`config.mk`:
```
export PLATFORM = sky130hd
export DESIGN_NAME = wb_vram_arbiter
export DESIGN_NICKNAME = d
export VERILOG_FILES = /design/src/rtl/wb_arb_pkg.sv /design/src/rtl/wb_arb_timeout.sv /design/src/rtl/wb_vram_arbiter.sv
export SDC_FILE = /design/constraint.sdc
export NUM_CORES = 1
export LEC_CHECK = 0
export CAP_MARGIN = 5
export CORE_AREA = 3 3 125 127
export CTS_CLUSTER_DIAMETER = 40
export CTS_CLUSTER_SIZE = 20
export DETAILED_ROUTE_END_ITERATION = 8
export DIE_AREA = 0 0 128 130
export DONT_BUFFER_PORTS = 1
export PLACE_DENSITY = 0.35
export SLEW_MARGIN = 30
export SYNTH_ARGS = -nofsm -noshare
export SYNTH_HDL_FRONTEND = slang
export SYNTH_SLANG_ARGS = --single-unit
```
`constraint.sdc`:
```
create_clock -name wb_clk_i -period 1.9 [get_ports wb_clk_i]
set_input_delay 0.57 -clock wb_clk_i [delete_from_list [all_inputs] [get_ports wb_clk_i]]
set_output_delay 0.57 -clock wb_clk_i [all_outputs]
set_load 0.01 [all_outputs]
```
`src/rtl/wb_arb_pkg.sv`:
```
// Shared definitions for the two-master Wishbone VRAM arbiter: FSM encoding,
// master index constants and the round-robin tie-break helper.
package wb_arb_pkg;

    typedef enum logic [1:0] {
        ST_IDLE = 2'd0,
        ST_OWN0 = 2'd1,
        ST_OWN1 = 2'd2
    } arb_state_e;

    localparam logic M_CPU = 1'b0;
    localparam logic M_VC  = 1'b1;

    // On a simultaneous request the master that did not own the bus last wins.
    function automatic arb_state_e tie_winner(input logic last_owner);
        return (last_owner == M_CPU) ? ST_OWN1 : ST_OWN0;
    endfunction

endpackage

```
`src/rtl/wb_arb_timeout.sv`:
```
// Slave no-response watchdog: counts stalled strobe cycles of the current owner
// and raises a one-cycle expiry pulse when TIMEOUT cycles pass without termination.
module wb_arb_timeout #(
    parameter int TIMEOUT = 255
) (
    input  logic clk,
    input  logic srst,
    input  logic clear,
    input  logic active,
    output logic expire
);

    localparam int CW = $clog2(TIMEOUT + 1);

    logic [CW-1:0] count_reg;
    logic [CW-1:0] count_next;

    always_comb begin
        count_next = count_reg;
        if (clear) begin
            count_next = '0;
        end else if (active) begin
            count_next = count_reg + 1'b1;
        end
    end

    // Fires in the stalled cycle that would bring the count up to TIMEOUT.
    assign expire = active && !clear && (count_reg == CW'(TIMEOUT - 1));

    always_ff @(posedge clk) begin
        if (srst) begin
            count_reg <= '0;
        end else begin
            count_reg <= count_next;
        end
    end

endmodule

```
`src/rtl/wb_vram_arbiter.sv`:
```
// Two-master Wishbone arbiter (CPU data port = master 0, video cache refill = master 1)
// in front of the shared VRAM slave. Optional slave watchdog: define WB_ARB_TIMEOUT_EN.
module wb_vram_arbiter
    import wb_arb_pkg::*;
#(
    parameter int AW      = 32,
    parameter int DW      = 32,
    parameter int TIMEOUT = 255
) (
    input  logic            wb_clk_i,
    input  logic            wb_rst_i,

    input  logic            m0_cyc_i,
    input  logic            m0_stb_i,
    input  logic            m0_we_i,
    input  logic [DW/8-1:0] m0_sel_i,
    input  logic [AW-1:0]   m0_adr_i,
    input  logic [DW-1:0]   m0_dat_i,
    output logic [DW-1:0]   m0_dat_o,
    output logic            m0_ack_o,
    output logic            m0_err_o,
    output logic            m0_rty_o,
    output logic            m0_gnt_o,

    input  logic            m1_cyc_i,
    input  logic            m1_stb_i,
    input  logic            m1_we_i,
    input  logic [DW/8-1:0] m1_sel_i,
    input  logic [AW-1:0]   m1_adr_i,
    input  logic [DW-1:0]   m1_dat_i,
    output logic [DW-1:0]   m1_dat_o,
    output logic            m1_ack_o,
    output logic            m1_err_o,
    output logic            m1_rty_o,
    output logic            m1_gnt_o,

    output logic            s_cyc_o,
    output logic            s_stb_o,
    output logic            s_we_o,
    output logic [DW/8-1:0] s_sel_o,
    output logic [AW-1:0]   s_adr_o,
    output logic [DW-1:0]   s_dat_o,
    input  logic [DW-1:0]   s_dat_i,
    input  logic            s_ack_i,
    input  logic            s_err_i,
    input  logic            s_rty_i
);

    arb_state_e state_reg;
    arb_state_e state_next;
    logic       last_owner_reg;
    logic       last_owner_next;
    logic       gnt0_reg;
    logic       gnt1_reg;

    logic       owner_cyc;
    logic       owner_stb;
    logic       slave_term;
    logic       expire;

    assign slave_term = s_ack_i | s_err_i | s_rty_i;
    assign owner_cyc  = (state_reg == ST_OWN0) ? m0_cyc_i :
                        (state_reg == ST_OWN1) ? m1_cyc_i : 1'b0;
    assign owner_stb  = (state_reg == ST_OWN0) ? m0_stb_i :
                        (state_reg == ST_OWN1) ? m1_stb_i : 1'b0;

`ifdef WB_ARB_TIMEOUT_EN
    logic to_clear;
    logic to_active;

    // Idle cycles hold the counter at zero, so each new grant starts fresh.
    assign to_clear  = (state_reg == ST_IDLE) || slave_term;
    assign to_active = owner_cyc && owner_stb;

    wb_arb_timeout #(
        .TIMEOUT (TIMEOUT)
    ) u_timeout (
        .clk    (wb_clk_i),
        .srst   (wb_rst_i),
        .clear  (to_clear),
        .active (to_active),
        .expire (expire)
    );
`else
    // No watchdog in this build; a silent slave holds the owner indefinitely.
    assign expire = (TIMEOUT < 0);
`endif

    // State register; grants are registered from the next state.
    always_ff @(posedge wb_clk_i) begin
        if (wb_rst_i) begin
            state_reg      <= ST_IDLE;
            last_owner_reg <= M_VC;
            gnt0_reg       <= 1'b0;
            gnt1_reg       <= 1'b0;
        end else begin
            state_reg      <= state_next;
            last_owner_reg <= last_owner_next;
            gnt0_reg       <= (state_next == ST_OWN0);
            gnt1_reg       <= (state_next == ST_OWN1);
        end
    end

    always_comb begin
        state_next      = state_reg;
        last_owner_next = last_owner_reg;
        case (state_reg)
            ST_IDLE: begin
                if (m0_cyc_i && m1_cyc_i) begin
                    state_next = tie_winner(last_owner_reg);
                end else if (m0_cyc_i) begin
                    state_next = ST_OWN0;
                end else if (m1_cyc_i) begin
                    state_next = ST_OWN1;
                end
            end
            ST_OWN0: begin
                if (!m0_cyc_i || expire) begin
                    state_next      = ST_IDLE;
                    last_owner_next = M_CPU;
                end
            end
            ST_OWN1: begin
                if (!m1_cyc_i || expire) begin
                    state_next      = ST_IDLE;
                    last_owner_next = M_VC;
                end
            end
            default: begin
                state_next = ST_IDLE;
            end
        endcase
    end

    // Request mux toward the slave and grant-gated responses back to the masters.
    always_comb begin
        s_cyc_o = 1'b0;
        s_stb_o = 1'b0;
        s_we_o  = 1'b0;
        s_sel_o = '0;
        s_adr_o = '0;
        s_dat_o = '0;
        case (state_reg)
            ST_OWN0: begin
                s_cyc_o = m0_cyc_i;
                s_stb_o = m0_stb_i;
                s_we_o  = m0_we_i;
                s_sel_o = m0_sel_i;
                s_adr_o = m0_adr_i;
                s_dat_o = m0_dat_i;
            end
            ST_OWN1: begin
                s_cyc_o = m1_cyc_i;
                s_stb_o = m1_stb_i;
                s_we_o  = m1_we_i;
                s_sel_o = m1_sel_i;
                s_adr_o = m1_adr_i;
                s_dat_o = m1_dat_i;
            end
            default: begin
                s_cyc_o = 1'b0;
            end
        endcase
        if (expire) begin
            s_cyc_o = 1'b0;
            s_stb_o = 1'b0;
        end

        m0_gnt_o = gnt0_reg;
        m1_gnt_o = gnt1_reg;
        m0_dat_o = s_dat_i;
        m1_dat_o = s_dat_i;
        m0_ack_o = gnt0_reg & s_ack_i;
        m0_err_o = gnt0_reg & (s_err_i | expire);
        m0_rty_o = gnt0_reg & s_rty_i;
        m1_ack_o = gnt1_reg & s_ack_i;
        m1_err_o = gnt1_reg & (s_err_i | expire);
        m1_rty_o = gnt1_reg & s_rty_i;
    end

endmodule
```
Word-level counts from Yosys, hierarchy flattened
Index checks and enable logic that the tools add are counted.
{"block": "totals", "ff_bits": 5, "inputBits": 179, "output_inout_bits": 143}
{"block": "op_classes", "n_reduce_logical": 4, "n_eq_ne": 6, "n_mux": 16, "bitwise_logic": 6}
{"cell": "one-hot mux 32 bit (2 select lines)", "n": 2}
{"cell": "2-to-1 mux 2 bit", "n": 6}
{"cell": "one-hot mux 1 bit (2 select lines)", "n": 4}
{"cell": "one-hot mux 4 bit (2 select lines)", "n": 1}
{"cell": "bitwise AND 1 bit", "n": 6}
{"cell": "one-hot mux 2 bit (3 select lines)", "n": 1}
{"cell": "== test 2 x 1 -> 1 bit, second input constant", "n": 2}
{"cell": "== test 2 bit, second input constant", "n": 2}
{"cell": "!= test 2 bit, second input constant", "n": 2}
{"cell": "AND reduction 3 bit", "n": 1}
{"cell": "logical NOT 2 bit", "n": 1}
{"cell": "2-to-1 mux 1 bit", "n": 2}
{"cell": "nonzero test 2 bit", "n": 1}
{"cell": "logical AND 1 bit", "n": 1}

Depth between registers and ports, before layout
Gate-level depths: netlist of run 1.
{"block": "logic_depth", "ltp_word": 5, "ltp_mapped": 6, "depth_no_buf": 5}

Least setup slack after synthesis of run 1
OpenSTA, ideal clock, no wires.
{"block": "synth_timing", "path_type": "reg2out", "startpoint": "reg state_reg[0]", "endpoint": "out s_adr_o[0]", "t_arrival_ps": 1378, "stages_incl_launch_ff": 6, "path_slack_ps": -48, "cell_sequence": "dfxtp_1 inv_1 ha_1 clkbuf_1 clkbuf_1 nor2b_1"}
{"block": "synth_between", "elab_chain_cells": 2, "word_cells_on_any_way": 3, "classes_between": "eq/ne (2); mux (1)"}
{"item": "start: declaration", "line": "wb_vram_arbiter.sv:49", "source": "arb_state_e state_reg;"}
{"item": "start signal: assignment", "line": "wb_vram_arbiter.sv:97", "source": "state_reg <= state_next;"}
{"item": "== test 2 bit / == test 2 x 1 -> 1 bit (equally long branches)", "line": "wb_vram_arbiter.sv:143", "source": "case (state_reg)"}
{"item": "one-hot mux 32 bit (2 select lines) (*)", "line": "wb_vram_arbiter.sv:143"}
{"item": "end: declaration", "line": "wb_vram_arbiter.sv:41", "source": "output logic [AW-1:0] s_adr_o,"}
Every way passes the cells marked *; elsewhere a longest branch is shown, timed or not.

Worst setup path after layout of run 1
{"block": "layout_timing", "startpoint": "reg state_reg[1]", "endpoint": "out s_dat_o[24]"}
{"block": "layout_between", "elab_chain_cells": 2, "word_cells_on_any_way": 3, "classes_between": "eq/ne (2); mux (1)"}
{"item": "== test 2 bit / == test 2 x 1 -> 1 bit (equally long branches)", "line": "wb_vram_arbiter.sv:143"}
{"item": "one-hot mux 32 bit (2 select lines) (*)", "line": "wb_vram_arbiter.sv:143"}
{"item": "end: declaration", "line": "wb_vram_arbiter.sv:42", "source": "output logic [DW-1:0] s_dat_o,"}
Marked as above.

==> results of run 1 <==
kinds of logic (layout without fill, tap and decap cells):
kind of cell             count (synthesis)  after routing
AND/OR/NAND/NOR                         87             87
flip-flops                               5              5
buffers and inverters                   90             24
AO/OA/AOI/OAI                           76             76
adder cells (fa/ha/maj)                  4              4
metrics by stage:
| stage | TNS [ns] | total power [mW] | setup slack (ns) | utilization |
|---|---|---|---|---|
| 2_1_floorplan | 0 | 1.05 | 0.0698 | - |
| 3_3_place_gp | 0 | 1.15 | 0.0414 | 0.127 |
| 3_5_place_dp | 0 | 1.17 | 0.00150 | 0.127 |
| 4_1_cts | -4.57 | 1.90 | -0.0969 | 0.161 |
| 5_1_grt | -8.60 | 2.19 | -0.148 | 0.177 |
| 6_report | -4.34 | 2.06 | -0.0948 | 0.177 |
cells in the final DEF (no fill, tap or decap):
cell,count
a22oi_2,38
inv_4,2
buf_12,9
nand2_1,1
a21boi_0,1
clkbuf_16,7
nand2b_1,1
nor4b_2,1
o221a_2,1
dfxtp_1,3
ha_1,1
and2_1,7
and2_4,1
clkbuf_1,1
nor2b_2,24
nand3_1,1
a222oi_1,1
buf_8,1
dfxtp_4,2
nor2b_1,1
nor2_1,1
buf_6,2
nor3_1,2
nor2b_4,46
a22oi_1,33
ha_4,3
nor4b_1,1
buf_4,2
a22o_1,1
a311o_1,1
worst paths after layout:
check / endpoint / depth (start not counted)
setup / recovery: s_dat_o[24] / 5
hold / removal: state_reg[0] / 1
setup reg to reg: m0_gnt_o / 5
hold reg to reg: state_reg[0] / 3
worst reg2reg max path: stages (launching register included):
cell and delay (ns):
dfxtp_4 0.37, inv_4 0.05, ha_4 0.22, a22o_1 0.24, a222oi_1 0.53, nor4b_2 0.28
final cells by class:
type | count | area (um^2)
clock buffers | 4 | 78.8
well taps | 184 | 230
repair buffers | 18 | 333
fillers | 1592 | 12000
inverters | 2 | 12.5
multi-input cells | 167 | 1810
flip-flops and latches | 5 | 108
repair_timing:
| action | 4_1_cts | 5_1_grt |
|---|---|---|
| endpoints found under the setup margin | 71 | 71 |
| setup buffers | 2 | 1 |
| pin swaps | 1 | 0 |
| resized for setup | 72 | 28 |
| gates cloned | 1 | 6 |
metal layers:
layer	part of all wire	track usage	vias up	routed length, um
met4	0.021	0.0225	0	170
li1	-	-	730	-
met5	0	0	-	0
met2	0.55	0.132	147	4410
met1	0.32	0.0593	787	2500
met3	0.11	0.0254	25	857
power groups by stage:
| stage | sequential, mW | clock, mW | combinational (mW) |
|---|---|---|---|
| floorplan | 0.140 | 0 | 0.907 |
| global placement | 0.145 | 0 | 1.00 |
| global route | 0.155 | 0.365 | 1.67 |
| detailed placement | 0.145 | 0 | 1.02 |
| CTS | 0.152 | 0.349 | 1.40 |
| finish | 0.152 | 0.343 | 1.57 |
==> key figures, run 1 <==
Clock tree
  • Root Driver: clkbuf_16
  • Clk slew on worst S/H paths: ~0.03 ns
  • TritonCTS buffer count: 3
  • Hold_buf cts: 0
  • H-tree levels: 1
  • Clk sinks: 5
  • Clock buffer depth: 2
  • Worst-skew pair later-pin latency: ~0.23 ns
  • CTS tree: done

Power and ir drop
  • Switching share of power: 0.397
  • Clock power share: 0.166
  • Sequential power share: 0.074
  • Peak supply drop: 0.332 mV
  • Internal Power: ~1.2 mW
  • Cell Pwr Density: roughly 800 nW/um^2
  • P_leak: roughly 0.66 nW
  • Switch Pwr: ~0.82 mW
  • Combinational power share: 0.760

Drt
  • DR DRC count: 0
  • Final WL: slightly below 8 mm
  • WL per Instance: approximately 21 um
  • Drt pass-1 iters: 4
  • Post-route antenna net violation count: 0
  • Via density: roughly 4.4
  • Vias: about 1,700
  • Iter 0 DRT Violations: 46

Synth
  • #FFs+latches synth: 5
  • Adder-Cell Fraction of Synth Area: 0.0268
  • Multiplexer area fraction after synthesis: 0
  • Post-synth top area share: 0.286
  • Syn Std Cell Area: roughly 1900 um^2
  • Post-synth ARST share: 0
  • Synth cell types: 23
  • Synth top area cells: a22oi_1 (29%), buf_4 (26%), nor2b_1 (24%)
  • Synthesized Nets: 445
  • Syn Area/Cell: approximately 7.1 um^2
  • Synth Area in Simple Gates: 0.293
  • Ys Warns: 0
  • Complex-gate fraction of the synthesized area: 0.311
  • Ys flop type: dfxtp_1
  • Largest family of logic cells by synthesized area: buffers and inverters
  • Post-Synth XOR/XNOR Area: 0
  • Post-Synthesis Cells: 262
  • Top post-synthesis cells by count: a22oi_1 (71), nor2b_1 (71), buf_4 (64)
  • Post-synth EDFFs: 0
  • Area leader, netlist: a22oi_1
  • Register area share after synthesis: 0.0537

Critical path
  • CP Max Fanout: 20
  • Worst setup path start: state_reg[1]
  • Crit path DAT: 1.42 ns
  • Worst path top cell family by delay: flip-flops
  • Max incr delay on CP: 0.37 ns
  • Critical path type: reg -> out
  • Crit-path cells: inv_4, ha_4, buf_12, a22oi_1, nor2b_4
  • Worst endpoint required time: between 1 and 1.5 ns
  • RR Startpoint: state_reg[1]
  • Worst reg-to-reg setup slack: around 0.12 ns
  • Setup crit end kind: output port
  • WP buf/inv: 2
  • CP Launch Type: register
  • CP max stage cell: dfxtp_4

Cells and area
  • Non-Filler Cell Area, Final: approximately 2600 um^2
  • Synthesis-to-finish area growth: 38.1%
  • Max FFs per register: 2
  • N_diodes: 0
  • Share of cells above drive strength 1: 0.709
  • Final cell count without fillers: 380
  • Nets@finish: 380

STA
  • Min Tclk post-route: between 1.5 and 2 ns
  • Worst-margin pin slew: ~0.52 ns
  • Slew Viols, Final: 0
  • RSZ-0062 raised after global routing: true
  • Final hold vios: 0
  • Finish-stage setup viols: 71
  • Setup Skew: 0.00291 ns
  • Max Freq: 501 MHz
  • Post-route worst setup slack: -0.0948 ns
  • Worst slew margin relative to its limit: 0.652
  • Fin crit share: 1.05
  • WHS: 0.410 ns

Die
  • Chip height: about 130 um
  • IO Count: between 300 and 400
  • Core footprint: 14,500 um^2
  • Initial Utilization: 0.128
  • Chip Width: 128 um
  • Die area: roughly 17,000 um^2
  • Rows: 44

Placed design
  • Final GP Congestion: ~0.64
  • Placed Cells: 367
  • Area after DPL: 1850 um^2
  • DP HPWL: approximately 5.5 mm
  • Port bufs: 0

Hold path
  • Hold Startpoint: wb_rst_i
  • HP Class: in -> reg

Run status
  • Failing checks: setup timing
  • Status: finished, violations left

Global routing
  • Vias in the first global route: about 1,600
  • Initial antenna violation count: 0
  • First-pass GRT wire length: between 8 and 9 mm
  • Gr ovfl total: 0
  • Total track usage: 0.0657
  • Largest net degree at the start of global routing: approximately 40

Job
  • Max-Cap Viols: 0
No activity file was read; power rests on OpenSTA's default activity.
==> run 2: changes to the inputs <==
==> constraint.sdc (replaced) <==
create_clock -name wb_clk_i -period 2.05 [get_ports wb_clk_i]
set_input_delay 0.615 -clock wb_clk_i [delete_from_list [all_inputs] [get_ports wb_clk_i]]
set_output_delay 0.615 -clock wb_clk_i [all_outputs]
set_load 0.01 [all_outputs]
==> key figures, run 2 (synthesis results as in run 1) <==
Critical path
  • WP buf/inv: 2 (unchanged)
  • Setup crit end kind: output port
  • CP Launch Type: register
  • Crit path DAT: 1.49 ns (+0.07 ns)
  • Crit-path cells: inv_4, ha_4, clkbuf_16, a22o_1, and2_4
  • Worst path top cell family by delay: flip-flops
  • Worst endpoint required time: 1.43 ns (+0.10 ns)
  • Critical path type: reg -> out
  • CP Max Fanout: 11 (-45%)
  • CP max stage cell: dfxtp_4
  • Max incr delay on CP: 0.39 ns (+0.02 ns)

Clock tree
  • Root Driver: clkbuf_16
  • Clk slew on worst S/H paths: 0.03 ns (about the same)
  • Clk sinks: 5 (unchanged)
  • CTS tree: done
  • Clock buffer depth: 2 (unchanged)
  • Hold_buf cts: 0 (unchanged)
  • Worst-skew pair later-pin latency: 0.23 ns (about the same)
  • H-tree levels: 1 (unchanged)
  • TritonCTS buffer count: 3 (unchanged)

Cells and area
  • Share of cells above drive strength 1: 0.801 (+0.0917)
  • Nets@finish: 400 (+5.3%)
  • N_diodes: 0 (unchanged)
  • Synthesis-to-finish area growth: 51.6%
  • Non-Filler Cell Area, Final: 2830 um^2 (+9.8%)
  • Core Util, Final: 0.194 (+0.0173)
  • Max FFs per register: 2 (unchanged)
  • Commonest non-fill, non-tap cell in the layout: a22oi_2
  • Fillers: 1,592 (unchanged)
  • Most frequent cells in the layout: a22oi_2 (57), nor2b_4 (45), nor2b_2 (19), buf_4 (19), a22oi_1 (14)

Die
  • Initial Utilization: 0.128 (unchanged)
  • Chip Width: 128 um (unchanged)
  • Chip height: 130 um (unchanged)
  • Core footprint: 14,500 um^2 (unchanged)
  • IO Count: 322 (unchanged)
  • Die area: 16,600 um^2 (unchanged)
  • Rows: 44 (unchanged)

Global routing
  • Largest net degree at the start of global routing: 27 (-34%)
  • Total track usage: 0.0815 (+0.0158)
  • Initial antenna violation count: 0 (unchanged)
  • First-pass GRT wire length: 10.3 mm (+20%)
  • Vias in the first global route: 1,774 (+13%)
  • Gr ovfl total: 0 (unchanged)

STA
  • Min Tclk post-route: ~2.1 ns
  • Max Freq: 475 MHz
  • Slew Viols, Final: 0 (unchanged)
  • RSZ-0062 raised after global routing: true
  • Final hold vios: 0 (unchanged)
  • Post-route worst setup slack: -0.0533 ns (+0.0415 ns)
  • Setup Skew: 0.00204 ns (-0.000874 ns)
  • Fin crit share: 1.03
  • Worst slew margin relative to its limit: 0.746 (+0.0937)
  • Worst-margin pin slew: 0.381 ns (-0.141 ns)
  • Finish-stage setup viols: 19 (-73%)

Placed design
  • Setup slack at placement: -0.0203 ns (-0.0218 ns)
  • DP HPWL: 5.75 mm (+4.9%)
  • Final GP Congestion: 0.616 (-4.4%)
  • Area after DPL: 1760 um^2 (-5.0%)
  • Port bufs: 0 (unchanged)

Drt
  • Post-route antenna net violation count: 0 (unchanged)
  • Routed length on met1: 3.17 mm (+27%)
  • DR top layer: met4
  • WL per Instance: 22.6 um (+8.1%)
  • Drt pass-1 iters: 4 (unchanged)
  • Iter 0 DRT Violations: 47 (+2.2%)
  • Met2 WL: 5.01 mm (+14%)
  • Met3 wire length: 721 um (-16%)
  • Vias: 1,798 (+6.5%)
  • Via density: 4.50 (+1.1%)
  • Final WL: 9.04 mm (+14%)
  • DR DRC count: 0 (unchanged)

Power and ir drop
  • Peak supply drop: 0.270 mV (-19%)
  • Cell Pwr Density: 712 nW/um^2 (-11%)
  • P_leak: 0.778 nW (+18%)

Run status
  • Status: finished, violations left
  • Failing checks: setup timing

Job
  • Max-Cap Viols: 0 (unchanged)

Hold path
  • HP Class: in -> reg
run 2: cell count changes in the layout (fill, tap and decap cells not counted), sizes merged:
cell	previous run	this run
buf	14	34
run 2: worst paths after layout:
check | start | to | slack, ns | cells past startpoint
max | state_reg[1] | s_cyc_o | -0.05 | 5
min | wb_rst_i | state_reg[1] | 0.46 | 1
max reg2reg | state_reg[1] | m0_gnt_o | 0.08 | 8
min reg2reg | last_owner_reg | state_reg[0] | 0.71 | 3
run 2: layout make-up:
type / instances / area, um^2 / share of cell area
multi-input cells: 167 / 1890 / 0.670
well taps: 184 / 230 / 0.0815
inverters: 2 / 12.5 / 0.00443
flip-flops and latches: 5 / 105 / 0.0372
clock buffers: 4 / 78.8 / 0.0279
repair buffers: 38 / 505 / 0.179
run 2: stage by stage:
step	power, mW	hold WS (ns)	setup TNS, ns	instances
floorplan	0.871	0.588	0	262
global placement	0.974	0.685	0	381
detailed placement	0.997	0.676	-0.0359	381
CTS	1.73	0.452	-1.15	390
global route	2.13	0.454	-3.22	400
finish	2.01	0.456	-0.340	400
run 2: what timing repair did:
action	4_1_cts	5_1_grt
endpoints found under the hold margin	0	0
gates cloned	3	7
endpoints found under the setup margin	72	73
pin swaps	2	19
resized for setup	110	76
buffers inserted	2	5
run 2: metal layers:
| layer | up-vias | global-route usage |
|---|---|---|
| met5 | - | 0 |
| met4 | 0 | 0.0212 |
| met2 | 148 | 0.163 |
| met3 | 23 | 0.0196 |
| met1 | 854 | 0.0842 |
| li1 | 773 | - |
run 2: where the power goes:
part           switching [mW]  total, mW  internal (mW)
registers              0.0240      0.140          0.116
logic                   0.727       1.55          0.823
clock network          0.0649      0.323          0.258
